[src/rtl/pcis_write_packet_pkg.sv]
// ---------------------------------------------------------------------------
// | Module  : pcis_write_packet_pkg                                         |
// | Brief   : Shared AOS fabric types and AXI constants used by the PCIS    |
// |           write-side packet bridge (app field width, AOSPacket layout,  |
// |           AXI response codes, legal beat size).                         |
// | Rev     : 1.0  initial release                                          |
// ---------------------------------------------------------------------------
`default_nettype none

package pcis_write_packet_pkg;

  // Number of address bits used to pick the destination app
  localparam int AMI_APP_BITS = 2;

  // AXI write response codes
  localparam logic [1:0] AXI_RESP_OKAY   = 2'b00;
  localparam logic [1:0] AXI_RESP_SLVERR = 2'b10;

  // Only full 64-byte beats are supported
  localparam logic [2:0] PCIS_BEAT_SIZE  = 3'b110;

  // Outbound fabric beat; the bridge drives only valid and data
  typedef struct packed {
    logic         valid;
    logic [511:0] data;
    logic [63:0]  addr;
    logic [15:0]  tag;
    logic         last;
  } AOSPacket;

  // Destination app encoded just above the 8 KiB per-app window
  function automatic logic [AMI_APP_BITS-1:0] app_of(input logic [63:0] addr);
    return addr[13 +: AMI_APP_BITS];
  endfunction

endpackage

`default_nettype wire

[src/rtl/pcis_write_packet.sv]
// ---------------------------------------------------------------------------
// | Module  : pcis_write_packet                                             |
// | Brief   : Converts PCIS AXI4 write bursts into AOSPacket beats for the  |
// |           app router and returns one B response per burst. Data path is |
// |           combinational; control state is registered.                   |
// |           Optional checking enabled by defining PCIS_WRITE_CHECK_EN.    |
// | Rev     : 1.0  initial release                                          |
// ---------------------------------------------------------------------------
`default_nettype none

module pcis_write_packet
  import pcis_write_packet_pkg::*;
(
  input  logic                    clk,
  input  logic                    rst,
  input  logic [5:0]              sh_cl_dma_pcis_awid,
  input  logic [63:0]             sh_cl_dma_pcis_awaddr,
  input  logic [7:0]              sh_cl_dma_pcis_awlen,
  input  logic [2:0]              sh_cl_dma_pcis_awsize,
  input  logic                    sh_cl_dma_pcis_awvalid,
  output logic                    cl_sh_dma_pcis_awready,
  input  logic [511:0]            sh_cl_dma_pcis_wdata,
  input  logic [63:0]             sh_cl_dma_pcis_wstrb,
  input  logic                    sh_cl_dma_pcis_wlast,
  input  logic                    sh_cl_dma_pcis_wvalid,
  output logic                    cl_sh_dma_pcis_wready,
  output logic [5:0]              cl_sh_dma_pcis_bid,
  output logic [1:0]              cl_sh_dma_pcis_bresp,
  output logic                    cl_sh_dma_pcis_bvalid,
  input  logic                    sh_cl_dma_pcis_bready,
  output AOSPacket                packet_out,
  output logic [AMI_APP_BITS-1:0] packet_out_app,
  input  logic                    packet_out_ready
);

  typedef enum logic [1:0] {
    S_IDLE = 2'd0,
    S_RECV = 2'd1,
    S_RESP = 2'd2
  } state_t;

  state_t                  r_state;
  logic [5:0]              r_id;
  logic [7:0]              r_len;
  logic [AMI_APP_BITS-1:0] r_app;
  logic                    r_err;
  logic                    r_drop;   // burst address illegal: swallow beats

  logic w_aw_err;
  logic w_last_err;
  logic w_in_recv;
  logic w_wready;
  logic w_beat;

`ifdef PCIS_WRITE_CHECK_EN
  assign w_aw_err   = (sh_cl_dma_pcis_awaddr[12:0] != 13'd0) ||
                      (sh_cl_dma_pcis_awsize != PCIS_BEAT_SIZE);
  assign w_last_err = sh_cl_dma_pcis_wlast != (r_len == 8'd0);
`else
  assign w_aw_err   = 1'b0;
  assign w_last_err = 1'b0;
`endif

  // Strobes are ignored and, without checking, so are size/offset/wlast
  logic w_unused_ok;
  assign w_unused_ok = ^{sh_cl_dma_pcis_wstrb, sh_cl_dma_pcis_awaddr[63:13+AMI_APP_BITS],
                         sh_cl_dma_pcis_awaddr[12:0], sh_cl_dma_pcis_awsize,
                         sh_cl_dma_pcis_wlast};

  // Beats are accepted only in RECV; a dropped burst drains regardless of downstream
  assign w_in_recv = !rst && (r_state == S_RECV);
  assign w_wready  = w_in_recv && (r_drop || packet_out_ready);
  assign w_beat    = w_wready && sh_cl_dma_pcis_wvalid;

  assign cl_sh_dma_pcis_awready = !rst && (r_state == S_IDLE);
  assign cl_sh_dma_pcis_wready  = w_wready;
  assign cl_sh_dma_pcis_bvalid  = !rst && (r_state == S_RESP);
  assign cl_sh_dma_pcis_bid     = rst ? 6'd0 : r_id;
  assign cl_sh_dma_pcis_bresp   = (!rst && r_err) ? AXI_RESP_SLVERR : AXI_RESP_OKAY;
  assign packet_out_app         = rst ? '0 : r_app;

  // Pass-through of the current W beat onto the fabric
  always_comb begin
    packet_out       = '0;
    packet_out.valid = w_in_recv && !r_drop && sh_cl_dma_pcis_wvalid;
    packet_out.data  = w_in_recv ? sh_cl_dma_pcis_wdata : 512'd0;
  end

  // Burst control: latch AW, count beats down to zero, then hold B until accepted
  always_ff @(posedge clk) begin
    if (rst) begin
      r_state <= S_IDLE;
      r_id    <= 6'd0;
      r_len   <= 8'd0;
      r_app   <= '0;
      r_err   <= 1'b0;
      r_drop  <= 1'b0;
    end else begin
      case (r_state)
        S_IDLE: begin
          if (sh_cl_dma_pcis_awvalid) begin
            r_id    <= sh_cl_dma_pcis_awid;
            r_len   <= sh_cl_dma_pcis_awlen;
            r_app   <= app_of(sh_cl_dma_pcis_awaddr);
            r_err   <= w_aw_err;
            r_drop  <= w_aw_err;
            r_state <= S_RECV;
          end
        end
        S_RECV: begin
          if (w_beat) begin
            r_len <= r_len - 8'd1;
            if (w_last_err) begin
              r_err <= 1'b1;
            end
            if (r_len == 8'd0) begin
              r_state <= S_RESP;
            end
          end
        end
        S_RESP: begin
          if (sh_cl_dma_pcis_bready) begin
            r_state <= S_IDLE;
          end
        end
        default: r_state <= S_IDLE;
      endcase
    end
  end

endmodule

`default_nettype wire

[config.mk]
export PLATFORM = sky130hd
export DESIGN_NAME = pcis_write_packet
export DESIGN_NICKNAME = d
export VERILOG_FILES = /design/src/rtl/pcis_write_packet_pkg.sv /design/src/rtl/pcis_write_packet.sv
export SDC_FILE = /design/constraint.sdc
export NUM_CORES = 1
export LEC_CHECK = 0
export ABC_AREA = 1
export BUFFER_PORTS_ARGS = -buffer_cell sky130_fd_sc_hd__buf_4
export CAP_MARGIN = 20
export CORE_AREA = 3 3 494 496
export CTS_BUF_LIST = sky130_fd_sc_hd__clkbuf_4 sky130_fd_sc_hd__clkbuf_8
export CTS_CLUSTER_DIAMETER = 60
export DETAILED_ROUTE_END_ITERATION = 8
export DIE_AREA = 0 0 497 499
export PLACE_DENSITY_LB_ADDON = 0.15
export SYNTH_ARGS = -nofsm -noshare
export SYNTH_HDL_FRONTEND = slang
export SYNTH_SLANG_ARGS = --single-unit
[constraint.sdc]
create_clock -name clk -period 1.4 [get_ports clk]
set_input_delay 0.14 -clock clk [delete_from_list [all_inputs] [get_ports clk]]
set_output_delay 0.14 -clock clk [all_outputs]
set_load 0.1 [all_outputs]
-- Yosys cells after proc, flatten, opt, wreduce, memory -nomap -nowiden
Index checks and enable logic that the tools add are counted.
- mux-type cells: 11
- add/sub/neg operators: 1
- eq/ne operators: 6
- reduce and logical (&&, ||, !) cells: 13
- operators with widths (cell ; number):
    $mux 512 ; 1
    $mux 8 ; 2
    $pmux 8 s2 ; 1
    $mux 2 ; 5
    $logic_not 8->1 ; 1
    $sub 8x1->8 const B ; 1
    $logic_and 1x1->1 ; 6
    $mux 6 ; 1
    $ne 2x2->1 const B ; 3
    $pmux 2 s3 ; 1
    $reduce_and 4->1 ; 1
    $reduce_and 3->1 ; 1
    $eq 2x1->1 const B ; 1
    $eq 2x2->1 const B ; 1
    $logic_not 2->1 ; 1
    $ne 2x1->1 const B ; 1
    $reduce_and 2->1 ; 1
    $reduce_bool 2->1 ; 1
    $logic_not 1->1 ; 1
- register bits: 18
- input bits: 664
- output and inout bits: 607

-- Depth between registers and ports, before layout
- depth in word-level cells: 6
- mapped depth: 8
- gate-level depth less buffers: 8

-- Worst setup path after synthesis
No wires, ideal clock.
- path kind: register -> output
- start: register r_state[1]
- end: output port cl_sh_dma_pcis_awready
- buffers on the path: 0
- arrival time: 2420 ps
- required time: 1260 ps
- cell stages (with the launch flop): 2
- setup slack: -1160 ps
- path through: dfxtp_1 -> nor3_1
- cells in the longest elaborated chain, start to end: 2
- ends and longest elaborated chain (element ; RTL line ; text):
    start, declared ; pcis_write_packet.sv:42 ; state_t r_state;
    start signal, assigned ; pcis_write_packet.sv:92 ; r_state <= S_IDLE;
    start signal, assigned ; pcis_write_packet.sv:107 ; r_state <= S_RECV;
    start signal, assigned ; pcis_write_packet.sv:117 ; r_state <= S_RESP;
    $logic_not 2->1 ; pcis_write_packet.sv:75 ; assign cl_sh_dma_pcis_awready = !rst && (r_state == S_IDLE);
    $logic_and 1x1->1 ; pcis_write_packet.sv:75 ;
    end, declared ; pcis_write_packet.sv:21 ; output logic cl_sh_dma_pcis_awready,
No other way between the ends.

==> qor.txt <==
Syn Inst Count -> 1318
worst setup margin -> -0.678 ns
CTS tree -> built
critical path fanouts, max -> 34
vias -> 12900
maxcap violations -> 0
drt drc -> 0
overall power -> 14800 µW
detailed-router iteration count before antenna repair -> 4
Endpoint, Worst Hold -> r_state[1]
Layout Utilization -> 10.2%
Routability Congestion -> 0.822
R2R Setup Slk -> -0.18 ns
cts hold-fix bufs -> 0
startpoint types -> register
Sink Count -> 18
max-slew violations -> 0
vias per cell -> 2.27
Seq. cell area -> 362 µm²
H-tree depth -> 1
FMAX -> 481 MHz
drt initial violations -> 496
most used routing layer in global routing -> met2
core area -> 0.240 mm²
NumNets Final -> 3095
DP HPWL -> 152 mm
met1 GRT Util -> 12.8%
clock skew -> 0.00286 ns
Pwr Density -> 605 mW/mm²
area leader, netlist -> inv_1
GRT overflow -> 0
final hold violations -> 0
fillers -> 28200
final setup fails -> 524
RSZ-0062 raised after global routing -> true
Area contributors post-synth -> inv_1 (32%), nor2_1 (29%), buf_4 (10%)
fin crit share -> 148%
grt met3 use -> 9.27%
Yosys warning total -> 0
Post-synth EDFFs -> 0
violated checks -> setup timing
die width -> 497 µm
Synth Flop Type -> dfxtp_1
Arr. time, crit path -> 1.94 ns
Top Ports -> 1271
wire per inst -> 28.3 µm
ANT nets after route -> 0
CTS buffer count -> 3
Hold Path Depth -> 2
input/output buffers -> 1057
maximum buffer depth of the clock tree -> 2
Seq/Total Area, Yosys -> 5.79%
async set or reset register ratio after synthesis -> 0%
clk_lat worst skew -> 0.26 ns
#FFs+latches synth -> 18
synthesized area -> 0.00622 mm²
GR Util met2 -> 20.5%
hold_sp -> sh_cl_dma_pcis_bready
status -> finished with violations
Worst Reg-to-Reg Cells -> 9
layout cell share with drive strength beyond 1 -> 59.6%
die area -> 0.248 mm²
GRT Total Usage -> 12.2%
fin crit period -> 2.08 ns
site row count -> 180
multi-input logic area -> 0.00412 mm²
Max VDD drop -> 0.299 mV
P_leak -> 0.0118 µW
Detailed Route WL -> 161 mm
largest net degree at the start of global routing -> 40
most frequent cells in the layout -> buf_4 (703), inv_1 (534), buf_12 (345)
post-synth top area share -> 32.2%
HP Class -> in -> reg
vias in the first global route -> 12700
Reg clk slew, reported paths -> 0.08 ns
most common cell after layout, fill and taps aside -> buf_4
Netlist cell types -> 26
Worst Setup End Kind -> output pin
CP Data Required Time -> 1.26 ns
global-route wire length before repair -> 188 mm
clk root buf -> clkbuf_8
RR Startpoint -> r_state[0]
kind of critical path -> reg -> out
initial core utilization -> 2.59%
die height -> 499 µm
Syn Area/Cell -> 4.72 µm²
initial antenna violation count -> 292
r2r endpoint -> r_len[4]
Area growth, synth to finish -> 293%
what timing repair did:
| item | 4_1_cts | 5_1_grt |
|---|---|---|
| setup buffers | 2 | 5 |
| hold endpoints to repair | 0 | 0 |
| cloned | 2 | 9 |
| resized for setup | 273 | 396 |
| pin swaps | 2 | 5 |
| endpoints found under the setup margin | 524 | 525 |
synthesized netlist by cell type, types with 10 or more instances:
cell / instances
dfxtp_1: 18
inv_1: 534
nor2_2: 40
nor2_4: 11
nand3_1: 10
a21oi_1: 12
o21ai_0: 18
nand2_1: 29
buf_6: 40
buf_2: 14
buf_4: 84
nor2_1: 487
registers in the layout, indices dropped and copies added (netlist names):
register / flops
r_state: 2
r_app: 2
r_len: 8
r_id: 6
critical path: stages, from the launching register on:
cell and delay [ns]:
dfxtp_2 0.35, inv_2 0.05, nor2_4 0.17, nand2_8 0.14, buf_16 0.23, nor2_1 0.34, buf_6 0.28
power breakdown:
| group | leakage, µW | switching (µW) | internal, µW |
|---|---|---|---|
| clock network | 0.0000292 | 201 | 250 |
| registers | 0.000149 | 38.1 | 568 |
| logic | 0.0116 | 9680 | 4050 |
metrics by stage:
stage / hold WS (ns) / area (µm²) / instances / TNS [ns] / setup WS, ns
after floorplan: 0.209 / 6990 / 1400 / -450.02 / -1.03
after global placement: 0.352 / 21400 / 5593 / -179.73 / -0.652
after detailed placement: 0.355 / 21400 / 5593 / -178.79 / -0.649
after CTS: 0.0724 / 22500 / 5601 / -343.22 / -0.769
after global routing: 0.0727 / 24300 / 5616 / -346.16 / -0.777
final: 0.0775 / 24500 / 5682 / -288.68 / -0.678
layout make-up:
type | instances | share of cell area, %
timing repair buffer | 1168 | 56.2
multi-input combinational | 702 | 16.8
antenna | 69 | 0.706
tap | 3185 | 16.3
inverter | 536 | 8.23
sequential | 18 | 1.48
clock buffer | 4 | 0.225
kinds of logic after synthesis:
family	synth area share [%]
buffers and inverters	52.2
AND/OR/NAND/NOR	38.5
AO/OA/AOI/OAI	2.78
flip-flops	5.79
adder cells (fa/ha/maj)	0.402
other	0.0603
XOR/XNOR	0.141
multiplexers	0.161
worst max path at each step:
stage | start | end | slack [ns] | cells past startpoint
floorplan | r_state[0] | packet_out[252] | -1.03 | 7
global placement | r_state[0] | packet_out[526] | -0.65 | 7
detailed placement | r_state[0] | packet_out[526] | -0.65 | 7
CTS | r_state[0] | packet_out[272] | -0.77 | 8
global route | r_state[0] | packet_out[272] | -0.78 | 8
finish | r_state[0] | packet_out[454] | -0.68 | 6
routing by layer:
metal / wire [µm] / vias to the layer above
met1: 59800 / 5839
met5: 1250 / -
li1: - / 5597
met2: 74700 / 962
met3: 24000 / 282
met4: 1050 / 194
No activity file was read; power rests on OpenSTA's default activity.
